`src/rtl/ram_access_arbiter_pkg.sv`:
```
// Shared types and constants for the data-RAM access arbiter.
package ram_access_arbiter_pkg;

    localparam int ADDR_W     = 32;
    localparam int DATA_W     = 32;
    localparam int LOCK_CNT_W = 4;
    localparam logic [DATA_W-1:0] ZERO_WORD = '0;

    typedef enum logic [1:0] {
        ARB_IDLE   = 2'b00,
        ARB_ACCESS = 2'b01,
        ARB_RESP   = 2'b10
    } arb_state_t;

    // Index width for a requester vector; never below one bit.
    function automatic int idx_width(input int n);
        return (n > 1) ? $clog2(n) : 1;
    endfunction

endpackage

```
`src/rtl/ram_access_arbiter_rr_pick.sv`:
```
// Combinational winner selection: fixed-priority high-priority masters first,
// otherwise round-robin starting just after the pointer.
module ram_access_arbiter_rr_pick #(
    parameter int NUM_MASTERS = 3,
    parameter int IDX_W       = 2
) (
    input  logic [NUM_MASTERS-1:0] i_req,
    input  logic [NUM_MASTERS-1:0] i_hipri,
    input  logic [IDX_W-1:0]       i_ptr,
    output logic                   o_valid,
    output logic [IDX_W-1:0]       o_idx
);

    logic [NUM_MASTERS-1:0] w_hi_req;

    assign w_hi_req = i_req & i_hipri;
    assign o_valid  = |i_req;

    // Scan far-to-near so the last hit (the nearest candidate) is the one kept.
    always_comb begin
        int c;
        c     = 0;
        o_idx = '0;
        if (|w_hi_req) begin
            for (int i = NUM_MASTERS - 1; i >= 0; i--) begin
                if (w_hi_req[i]) o_idx = IDX_W'(i);
            end
        end else begin
            for (int k = NUM_MASTERS; k >= 1; k--) begin
                c = int'(i_ptr) + k;
                if (c >= NUM_MASTERS) c = c - NUM_MASTERS;
                if (i_req[c]) o_idx = IDX_W'(c);
            end
        end
    end

endmodule

```
`src/rtl/ram_access_arbiter.sv`:
```
// Serialises NUM_MASTERS requesters onto one single-port data RAM, gating
// writes with the PMP verdict and returning read data with a one-cycle ack.
module ram_access_arbiter
    import ram_access_arbiter_pkg::*;
#(
    parameter int                     NUM_MASTERS = 3,
    parameter logic [NUM_MASTERS-1:0] HIPRI_MASK  = '0,
    parameter int                     LOCK_MAX    = 4
) (
    input  logic                          clk,
    input  logic                          rst,
    input  logic [NUM_MASTERS-1:0]        m_req_i,
    input  logic [NUM_MASTERS-1:0]        m_we_i,
    input  logic [NUM_MASTERS-1:0]        m_lock_i,
    input  logic [NUM_MASTERS*ADDR_W-1:0] m_addr_i,
    input  logic [NUM_MASTERS*DATA_W-1:0] m_data_i,
    output logic [DATA_W-1:0]             m_data_o,
    output logic [NUM_MASTERS-1:0]        m_ack_o,
    output logic [NUM_MASTERS-1:0]        m_err_o,
    output logic                          ram_req_o,
    output logic                          ram_we_o,
    output logic [ADDR_W-1:0]             ram_addr_o,
    output logic [DATA_W-1:0]             ram_data_o,
    input  logic [DATA_W-1:0]             ram_data_i,
    input  logic                          pmp_fault_i
);

    localparam int IDX_W = idx_width(NUM_MASTERS);
    localparam logic [LOCK_CNT_W-1:0] LOCK_LIMIT = LOCK_CNT_W'(LOCK_MAX - 1);

    arb_state_t               r_state;
    logic [IDX_W-1:0]         r_idx;
    logic                     r_we;
    logic [ADDR_W-1:0]        r_addr;
    logic [DATA_W-1:0]        r_wdata;
    logic [DATA_W-1:0]        r_rdata;
    logic [NUM_MASTERS-1:0]   r_ack;
    logic [NUM_MASTERS-1:0]   r_err;
    logic [IDX_W-1:0]         r_ptr;
    logic                     r_lock_vld;
    logic [IDX_W-1:0]         r_lock_idx;
    logic [LOCK_CNT_W-1:0]    r_lock_cnt;

    logic                     w_pick_vld;
    logic [IDX_W-1:0]         w_pick_idx;
    logic                     w_lock_hit;
    logic [IDX_W-1:0]         w_win_idx;
    logic [NUM_MASTERS-1:0]   w_idx_onehot;
    logic                     w_access;

    ram_access_arbiter_rr_pick #(
        .NUM_MASTERS (NUM_MASTERS),
        .IDX_W       (IDX_W)
    ) u_pick (
        .i_req   (m_req_i),
        .i_hipri (HIPRI_MASK),
        .i_ptr   (r_ptr),
        .o_valid (w_pick_vld),
        .o_idx   (w_pick_idx)
    );

    // A requesting lock owner overrides every other priority rule.
    assign w_lock_hit   = r_lock_vld & m_req_i[r_lock_idx];
    assign w_win_idx    = w_lock_hit ? r_lock_idx : w_pick_idx;
    assign w_idx_onehot = {{(NUM_MASTERS-1){1'b0}}, 1'b1} << r_idx;

    // RAM strobes are decoded from state so a reset aborts a write immediately.
    assign w_access   = (r_state == ARB_ACCESS);
    assign ram_req_o  = w_access;
    assign ram_we_o   = w_access & r_we & ~pmp_fault_i;
    assign ram_addr_o = w_access ? r_addr  : '0;
    assign ram_data_o = w_access ? r_wdata : ZERO_WORD;

    assign m_ack_o  = r_ack;
    assign m_err_o  = r_err;
    assign m_data_o = r_rdata;

    // Transaction FSM: arbitrate, access the RAM, respond; plus lock bookkeeping.
    always_ff @(posedge clk or posedge rst) begin
        if (rst) begin
            r_state    <= ARB_IDLE;
            r_idx      <= '0;
            r_we       <= 1'b0;
            r_addr     <= '0;
            r_wdata    <= ZERO_WORD;
            r_rdata    <= ZERO_WORD;
            r_ack      <= '0;
            r_err      <= '0;
            r_ptr      <= IDX_W'(NUM_MASTERS - 1);
            r_lock_vld <= 1'b0;
            r_lock_idx <= '0;
            r_lock_cnt <= '0;
        end else begin
            case (r_state)
                ARB_IDLE: begin
                    if (r_lock_vld && !m_req_i[r_lock_idx]) begin
                        r_lock_vld <= 1'b0;
                        r_lock_cnt <= '0;
                    end
                    if (w_pick_vld) begin
                        r_idx   <= w_win_idx;
                        r_we    <= m_we_i[w_win_idx];
                        r_addr  <= m_addr_i[ADDR_W*w_win_idx +: ADDR_W];
                        r_wdata <= m_data_i[DATA_W*w_win_idx +: DATA_W];
                        r_state <= ARB_ACCESS;
                    end
                end
                ARB_ACCESS: begin
                    r_ack   <= w_idx_onehot;
                    r_err   <= pmp_fault_i ? w_idx_onehot : '0;
                    r_rdata <= (r_we | pmp_fault_i) ? ZERO_WORD : ram_data_i;
                    r_state <= ARB_RESP;
                end
                ARB_RESP: begin
                    r_ack   <= '0;
                    r_err   <= '0;
                    r_rdata <= ZERO_WORD;
                    r_ptr   <= r_idx;
                    if (m_lock_i[r_idx] && (r_lock_cnt < LOCK_LIMIT)) begin
                        r_lock_vld <= 1'b1;
                        r_lock_idx <= r_idx;
                        r_lock_cnt <= r_lock_cnt + 1'b1;
                    end else begin
                        r_lock_vld <= 1'b0;
                        r_lock_cnt <= '0;
                    end
                    r_state <= ARB_IDLE;
                end
                default: r_state <= ARB_IDLE;
            endcase
        end
    end

endmodule

```
`config.mk`:
```
export PLATFORM = sky130hd
export DESIGN_NAME = ram_access_arbiter
export DESIGN_NICKNAME = d
export VERILOG_FILES = /design/src/rtl/ram_access_arbiter_pkg.sv /design/src/rtl/ram_access_arbiter_rr_pick.sv /design/src/rtl/ram_access_arbiter.sv
export SDC_FILE = /design/constraint.sdc
export NUM_CORES = 1
export LEC_CHECK = 0
export ABC_AREA = 1
export BUFFER_PORTS_ARGS = -buffer_cell sky130_fd_sc_hd__clkbuf_2
export CAP_MARGIN = 20
export CELL_PAD_IN_SITES_DETAIL_PLACEMENT = 0
export CELL_PAD_IN_SITES_GLOBAL_PLACEMENT = 2
export CORE_UTILIZATION = 26
export CTS_BUF_LIST = sky130_fd_sc_hd__clkbuf_4
export CTS_CLUSTER_DIAMETER = 50
export CTS_CLUSTER_SIZE = 24
export DETAILED_ROUTE_END_ITERATION = 10
export PLACE_DENSITY = 0.95
export SYNTH_ARGS = -nofsm -noshare
export SYNTH_HDL_FRONTEND = slang
export SYNTH_SLANG_ARGS = --single-unit
```
`constraint.sdc`:
```
create_clock -name clk -period 6.43 [get_ports clk]
set_input_delay 0.3215 -clock clk [delete_from_list [all_inputs] [get_ports clk]]
set_output_delay 0.3215 -clock clk [all_outputs]
set_load 0.05 [all_outputs]
```
* Word-level counts from Yosys, hierarchy flattened
Cells that the tools add are included.
** Storage, ports and cells
- Bits in latches :: 0
- Input port bits :: 236
- Bits in registers :: 116
- Memories :: 0
- Bits in writable memories :: 0
- Memory bits (read-only) :: 0
** Cells by class
- Add/subtract/negate cells :: 7
- Multipliers :: 0
- Equality and inequality tests :: 4
- Shift operators :: 3
- Div/mod/pow operators :: 0
- $lt $le $gt $ge :: 10
- Reduce and logical (&&, ||, !) cells :: 10
- Multiplexer cells :: 37
- Bitwise gates (word level) :: 5
** Operators by type and width (count)
- 32-bit two-way mux :: 6
- 96-bit by 8-bit variable part select with 32-bit output :: 2
- 32-bit by 3-bit >= comparator with 1-bit output (second input constant) :: 3
- 32-bit by 4-bit < comparator with 1-bit output (second input constant) :: 3
- 32-bit by 3-bit subtractor with 32-bit output (second input constant) :: 3
- 32-bit case mux with 2 select lines :: 1
- 1-bit binary-select mux with 2-bit select :: 6
- 3-bit case mux with 2 select lines :: 2
- 1-bit two-way mux :: 11
- 2-bit two-way mux :: 5
- 2-bit by 3-bit < comparator with 1-bit output (second input constant) :: 3
- 4-bit two-way mux :: 2
- 4-bit case mux with 2 select lines :: 1
- 2-bit by 2-bit adder with 3-bit output (second input constant) :: 2
- 2-bit AND reduction :: 3
- 4-bit by 1-bit adder with 4-bit output (second input constant) :: 1
- 4-bit by 2-bit < comparator with 1-bit output (second input constant) :: 1
- 2-bit case mux with 2 select lines :: 1
- 2-bit nonzero test :: 2
- 2-bit by 1-bit adder with 3-bit output (second input constant) :: 1
- 1-bit bitwise AND :: 3
- 3-bit two-way mux :: 1
- 3-bit OR reduction :: 1
- 1-bit by 2-bit << shifter with 3-bit output (first input constant) :: 1
- other kinds (10) :: 11

* Longest topological paths before layout
Gate-level depths: netlist of run 1.
- Depth in word-level cells :: 12
- Mapped depth :: 15
- Depth with buffers taken out :: 14

* Modules after synthesis
Synthesis of run 1 repeated with hierarchy kept, for this count alone.
** Unflattened totals
- Cell total of the unflattened synthesis :: 1147
- Area, all modules :: 7494.7 um2
** Modules (own cells, without submodules)
- ram_access_arbiter :: cells each 1102, times used 1, sequential area each 2904.0 um2, area an instance 7282.0 um2
- ram_access_arbiter_rr_pick :: cells each 45, times used 1, sequential area each 0.0 um2, area an instance 212.7 um2

* Worst setup path after synthesis of run 1
No wires, ideal clock.
- Kind :: register to output
- Start point :: register r_state[1]
- End point :: output port ram_we_o
- Stages on the path, launching flop included :: 6
- Arrival :: 1.985 ns
- Slack :: 4.123 ns
- Cell sequence :: dfrtp_1 inv_1 ha_1 clkbuf_1 nand2_1 nor2_1
** On the way
- Cells in the longest elaborated chain, start to end :: 3
** Ends and longest elaborated chain
- start, declared :: line ram_access_arbiter.sv:31 : arb_state_t r_state;
- start signal, assigned :: line ram_access_arbiter.sv:81 : r_state <= ARB_IDLE;
- start signal, assigned :: line ram_access_arbiter.sv:105 : r_state <= ARB_ACCESS;
- start signal, assigned :: line ram_access_arbiter.sv:112 : r_state <= ARB_RESP;
- 2-bit by 1-bit == test with 1-bit output :: line ram_access_arbiter.sv:68 : assign w_access = (r_state == ARB_ACCESS);
- net ram_req_o :: line ram_access_arbiter.sv:20 : output logic ram_req_o,
- 1-bit bitwise AND (2 in a row) :: line ram_access_arbiter.sv:70 : assign ram_we_o = w_access & r_we & ~pmp_fault_i;
- end, declared :: line ram_access_arbiter.sv:21 : output logic ram_we_o,
The timed path passes the listed nets, and every way through them passes these cells.

* Final worst setup path of run 1
- Start point :: register r_state[0]
- End point :: register r_addr[11]
** On the way
- Cells in the longest elaborated chain, start to end :: 2
** Ends and longest elaborated chain
- 2-bit logical NOT :: line ram_access_arbiter.sv:94 : case (r_state)
- 2-bit AND reduction (no source line)
- end signal, assigned :: line ram_access_arbiter.sv:103 : r_addr <= m_addr_i[ADDR_W*w_win_idx +: ADDR_W];
- end, declared :: line ram_access_arbiter.sv:34 : logic [ADDR_W-1:0] r_addr;
Every way passes these cells.
A chain may end at the register's enable or synchronous reset.

==> results of run 1 <==
state kept, by name (all words and copies together) (netlist names):
register	flops
m_ack_o	3
m_data_o	32
m_err_o	3
r_addr	32
r_idx	2
r_lock_cnt	4
r_lock_idx	2
r_lock_vld	1
r_ptr	2
r_state	2
r_wdata	32
r_we	1
layout make-up:
class / instances / area [um^2] / share of cell area (%)
clock inverters: 15 / 105 / 1.10
well taps: 335 / 419 / 4.39
multi-input cells: 721 / 3390 / 35.5
inverters: 92 / 349 / 3.65
repair buffers: 391 / 2260 / 23.6
flip-flops and latches: 116 / 2900 / 30.4
diodes: 1 / 2.50 / 0.0262
clock buffers: 17 / 128 / 1.34
where the power goes:
part           internal [mW]  switching [mW]
Sequential              1.08           0.185
Clock                  0.154           0.327
Combinational           1.09            2.95
worst max-delay path, delay by kind of cell, from the launching register on:
family                     cells  cell delay, ps
buffers and inverters          5            1700
adders and majority gates      1             220
DFF                            1             380
and+or+nand+nor                4             850
routing by layer:
layer	share of wire, %	track usage (%)	wire [um]	vias up
met5	0	0	0	-
met4	0.88	4.31	233	0
met3	7.3	5.22	1930	13
met2	49	32.2	12900	260
met1	43	24.3	11400	3723
li1	-	-	-	3902
stage by stage:
step	instances	hold slack [ps]	total power, mW	util (%)	setup WS (ps)
after CTS	1673	1.16	5.89	35.8	3030
final	1688	70.9	5.80	36.5	3130
after detailed placement	1613	380	5.38	33.9	3050
after global routing	1688	0.620	6.35	36.5	2760
after global placement	1610	376	5.28	33.6	2990
after floorplan	1002	465	4.36	-	3040
Yosys cell counts, drive strengths merged:
master | instances | area, um^2
a21oi | 36 | 180
a32o | 32 | 320
buf | 51 | 290
clkbuf | 22 | 82.6
clkinv | 1 | 5.00
dfrtp | 115 | 2880
dfstp | 1 | 26.3
ha | 7 | 87.6
inv | 91 | 342
nand2 | 374 | 1420
nand3 | 209 | 1070
nand3b | 1 | 11.3
nand4 | 1 | 6.26
nor2 | 46 | 191
nor3 | 1 | 5.00
o21a | 1 | 7.51
o21ai | 13 | 65.1
cells by family after synthesis:
kind of cell	synth area share (%)
buffers and inverters	10.3
AND/OR/NAND/NOR	38.7
adder cells (fa/ha/maj)	1.25
flip-flops	41.5
AO/OA/AOI/OAI	8.19
worst min path at each step:
stage                              start             to  cells after the start
after detailed placement             rst    r_wdata[21]                      2
after CTS                   m_data_i[82]    r_wdata[18]                      3
after global placement               rst    r_wdata[21]                      2
final                       m_data_i[82]    r_wdata[18]                      3
after floorplan            r_lock_cnt[0]  r_lock_cnt[0]                      1
after global routing      ram_data_i[29]   m_data_o[29]                      2
repair_timing:
action,CTS,global route
hold buffers,28,13
resized for setup,0,0
setup buffers,0,0
hold endpoints to repair,66,13
==> flow_summary.toml, run 1 <==
[clock_network]
htreeDepth = 4
clkSlewWorstSetupHoldPaths_ps = 110
clock_path_buffers = 2
clock_sink_count = 116
cts_tree = "done"
cts_made_buffers = 17
clock-root-buffer = "clkbuf_4"
worstSkewPairLatency_ps = 520

[routing]
drt_wl_total_mm = 26.5
wl_per_cell_um = 15.7
drcViolationCount = 26
dr.pass1.iters = 8
drtIter0Drc = 545
vias = 7898
antenna_left = 0
vias_per_cell = 4.68

[synthesis]
ys_types = 25
synthCells = 1002
synthesis.area_um2 = 6990
synth-seq-area-share_pct = 41.5
synth_seq_cells = 116
syn_nets = 1245
ys.warnings.count = 0
syn_area_per_cell_um2 = 6.98

[timing]
setup-violations-final = 0
rsz0062_at_grt = "false"
tightestPinTransition_ps = 792
period_needed_ps = 3300
hold_violations = 0
slew_violations = 0
finClkSkew_ps = 26.8
slew_headroom_pct = 47.2
setup-tns-final_ps = 0
fmax_ghz = 0.303
finalCritPeriodShare_pct = 51.3

[setup_path]
reg2reg_to = "r_addr[11]"
crit_fanout = 77
crit_type = "reg -> reg"
cpPeakStageDelay_ps = 720
slowest_stage = "buf_4"
crit_chain = "inv_1, ha_1, inv_1, nor2_1, nor2_4, buf_4, inv_1, buf_16, nand2_1, nand3_1"
crit_start = "r_state[0]"
end_kind = "register"
startpoint_type = "register"
crit_required_ps = 6810
rrSetupSlack_ps = 3130
worstRegToRegCells = 10
crit_top_cell = "inv_1"
crit_end = "r_addr[11]"
cp.arrival_ps = 3680
reg2reg_from = "r_state[0]"

[finish]
drive_gt1_share_pct = 29.7
area_delta_synth_final_pct = 36.6
nets = 1582
final_common_cell = "nand2_1"
fillerInstances = 2876
fin_area_um2 = 9550
layout_common_cells = "368 x nand2_1, 339 x clkbuf_2, 207 x nand3_1"

[grt]
grt_pass1_wl_mm = 41.8
grt_start_max_net_pins = 78
grt_antenna_before_repair = 1
first_global_vias = 7693
track_usage_pct = 19.1
grt-ovfl-total = 0

[floorplan]
pin_count = 340
die_h_um = 166
die_x_um = 166
rows = 59
core_um2 = 26200
start_util_pct = 26.7
die_area_um2 = 27600

[pwr]
ir_worst_vdd_mv = 0.449
power_per_cell_area_nw_per_um2 = 607
p_leak_nw = 5.75

[placed_design]
gp_congestion = 0.805
hpwl_mm = 18.7
portBuffers = 339
place_area_um2 = 8880

[outcome]
failed_checks = "DRC"
outcome = "finished, violations left"

[hold_path]
min_path_type = "in -> reg"

[flow_run]
drv_cap = 0
Power figures use the tool's default switching activity.
==> inputs of run 2 (changes only) <==
CORE_UTILIZATION = 22   (was 26)
PLACE_DENSITY = 0.9   (was 0.95)
clock period = 2.8 ns   (was 6.43 ns; I/O delays follow)
==> flow_summary.toml, run 2 (synthesized netlist as in run 1, its figures left out) <==
[routing]
vias = 8891
wl_per_cell_um = 15.3
drtIter0Drc = 514
drt_wl_total_mm = 29.7
vias_per_cell = 4.57
dr.pass1.iters = 8
drcViolationCount = 0
antenna_left = 0

[setup_path]
crit_top_cell = "nand2_1"
crit_required_ps = 3280
path_delay_family = "simple AND/OR/NAND/NOR gates"
crit_type = "reg -> reg"
slowest_stage = "dfstp_2"
end_kind = "register"
cpPeakStageDelay_ps = 560
crit_fanout = 15
startpoint_type = "register"
crit_buf_inv = 4
cp.arrival_ps = 2960
crit_chain = "inv_1, ha_1, inv_2, nand2_1, nand3_1, inv_2, nand2_1, nand2_1, nand2_4, nand2_2, buf_4, nand2_1, nand2_1, nand2_1, nand3_1"

[pwr]
ir_worst_vdd_mv = 0.935
p_leak_nw = 6.60
pwr-share-comb_pct = 69.0
power_per_cell_area_nw_per_um2 = 1200
intPower_mw = 5.81
power_frac_seq_pct = 20.8
power_switching_mw = 8.18
p_clk_share_pct = 10.2
power_mw = 14.0
p_sw_share_pct = 58.4

[timing]
rsz0062_at_grt = "false"
setup-tns-final_ps = 0
slew_headroom_pct = 49.3
tightestPinTransition_ps = 758
finalCritPeriodShare_pct = 88.8
setup-violations-final = 0
hold_slack_ps = 109
finClkSkew_ps = 19.8
fmax_ghz = 0.402
period_needed_ps = 2490
slew_violations = 0
hold_violations = 0

[finish]
layout_common_cells = "368 x nand2_1, 339 x clkbuf_2, 229 x dlygate4sd3_1"
fillerInstances = 3264
drive_gt1_share_pct = 26.6
final_common_cell = "nand2_1"
final_util_pct = 37.6
nets = 1777
area_delta_synth_final_pct = 66.4

[clock_network]
cts_made_buffers = 17
clkSlewWorstSetupHoldPaths_ps = 130
clock_path_buffers = 2
ctsResizeCount = 0
worstSkewPairLatency_ps = 540
htreeDepth = 4
clock-root-buffer = "clkbuf_4"
cts_tree = "done"
clock_sink_count = 116

[floorplan]
rows = 64
core_um2 = 30900
die_x_um = 180
die_h_um = 180
pin_count = 340
die_area_um2 = 32500
start_util_pct = 22.6

[placed_design]
gp_congestion = 0.845
hpwl_mm = 19.1
portBuffers = 339

[grt]
grt_pass1_wl_mm = 47.5
grt_start_max_net_pins = 117
track_usage_pct = 18.3
grt_antenna_before_repair = 3
first_global_vias = 9358
grt-ovfl-total = 0

[flow_run]
drv_cap = 0

[outcome]
outcome = "finished clean"

[hold_path]
min_path_type = "in -> reg"
-- run 2: changes by cell type in the layout (fill, tap and decap cells not counted), sizes merged --
| cell | change |
|---|---|
| diode | +2 |
| clkinvlp | -1 |
| bufinv | +2 |
| clkinv | -4 |
| dlygate4sd3 | +188 |
| inv | +3 |
| buf | +7 |
-- run 2: worst paths after layout --
| check | slack (ps) | end | cells past startpoint | from |
|---|---|---|---|---|
| setup / recovery | 310 | r_addr[24] | 15 | r_ptr[1] |
| hold / removal | 110 | r_state[0] | 5 | m_req_i[1] |
| setup reg to reg | 310 | r_addr[24] | 15 | r_ptr[1] |
| hold reg to reg | 500 | m_ack_o[2] | 2 | m_ack_o[2] |
| max in group asynchronous | 1940 | r_addr[24] | 4 | rst |
| min in group asynchronous | 280 | m_data_o[1] | 4 | rst |
-- run 2: worst min-delay path, stage by stage --
cell	delay, ps
clkbuf_2	100
inv_1	80
nand3_1	120
o21ai_0	110
inv_1	60
-- run 2: area by class of cell --
cell class | count | area (um^2) | share of cell area [%]
Inverter | 92 | 350 | 3.01
Multi-Input combinational cell | 721 | 3390 | 29.1
Clock buffer | 17 | 128 | 1.10
Clock inverter | 15 | 185 | 1.59
Antenna cell | 3 | 7.51 | 0.0645
Timing Repair Buffer | 586 | 4170 | 35.9
Tap cell | 396 | 495 | 4.26
Sequential cell | 116 | 2900 | 25.0
-- run 2: routing by layer --
layer | track usage (%) | share of wire, %
met1 | 20.8 | 41
met2 | 33.1 | 51
met3 | 3.50 | 5.1
met4 | 7.86 | 3.2
met5 | 0 | 0
-- run 2: metrics by stage --
step                      area, um^2  setup slack, ps  instances
after floorplan                 7000              675       1002
after global placement          9020              394       1682
after detailed placement        9020              360       1682
after CTS                      11600              311       1943
after global routing           11600             66.7       1946
final                          11600              313       1946
-- run 2: power by group through the flow --
stage	logic, mW	clock network [mW]	registers (mW)
2_1_floorplan	6.48	0	3.53
3_3_place_gp	9.41	0	2.91
3_5_place_dp	9.47	0	2.93
4_1_cts	9.76	1.49	2.90
5_1_grt	10.7	1.56	2.99
6_report	9.66	1.42	2.91
-- run 2: timing repair --
| item | in CTS | in global routing |
|---|---|---|
| hold buffers | 229 | 0 |
| hold endpoints to repair | 215 | 0 |
| buffers inserted | 0 | 0 |
| endpoints found under the setup margin | 0 | 0 |
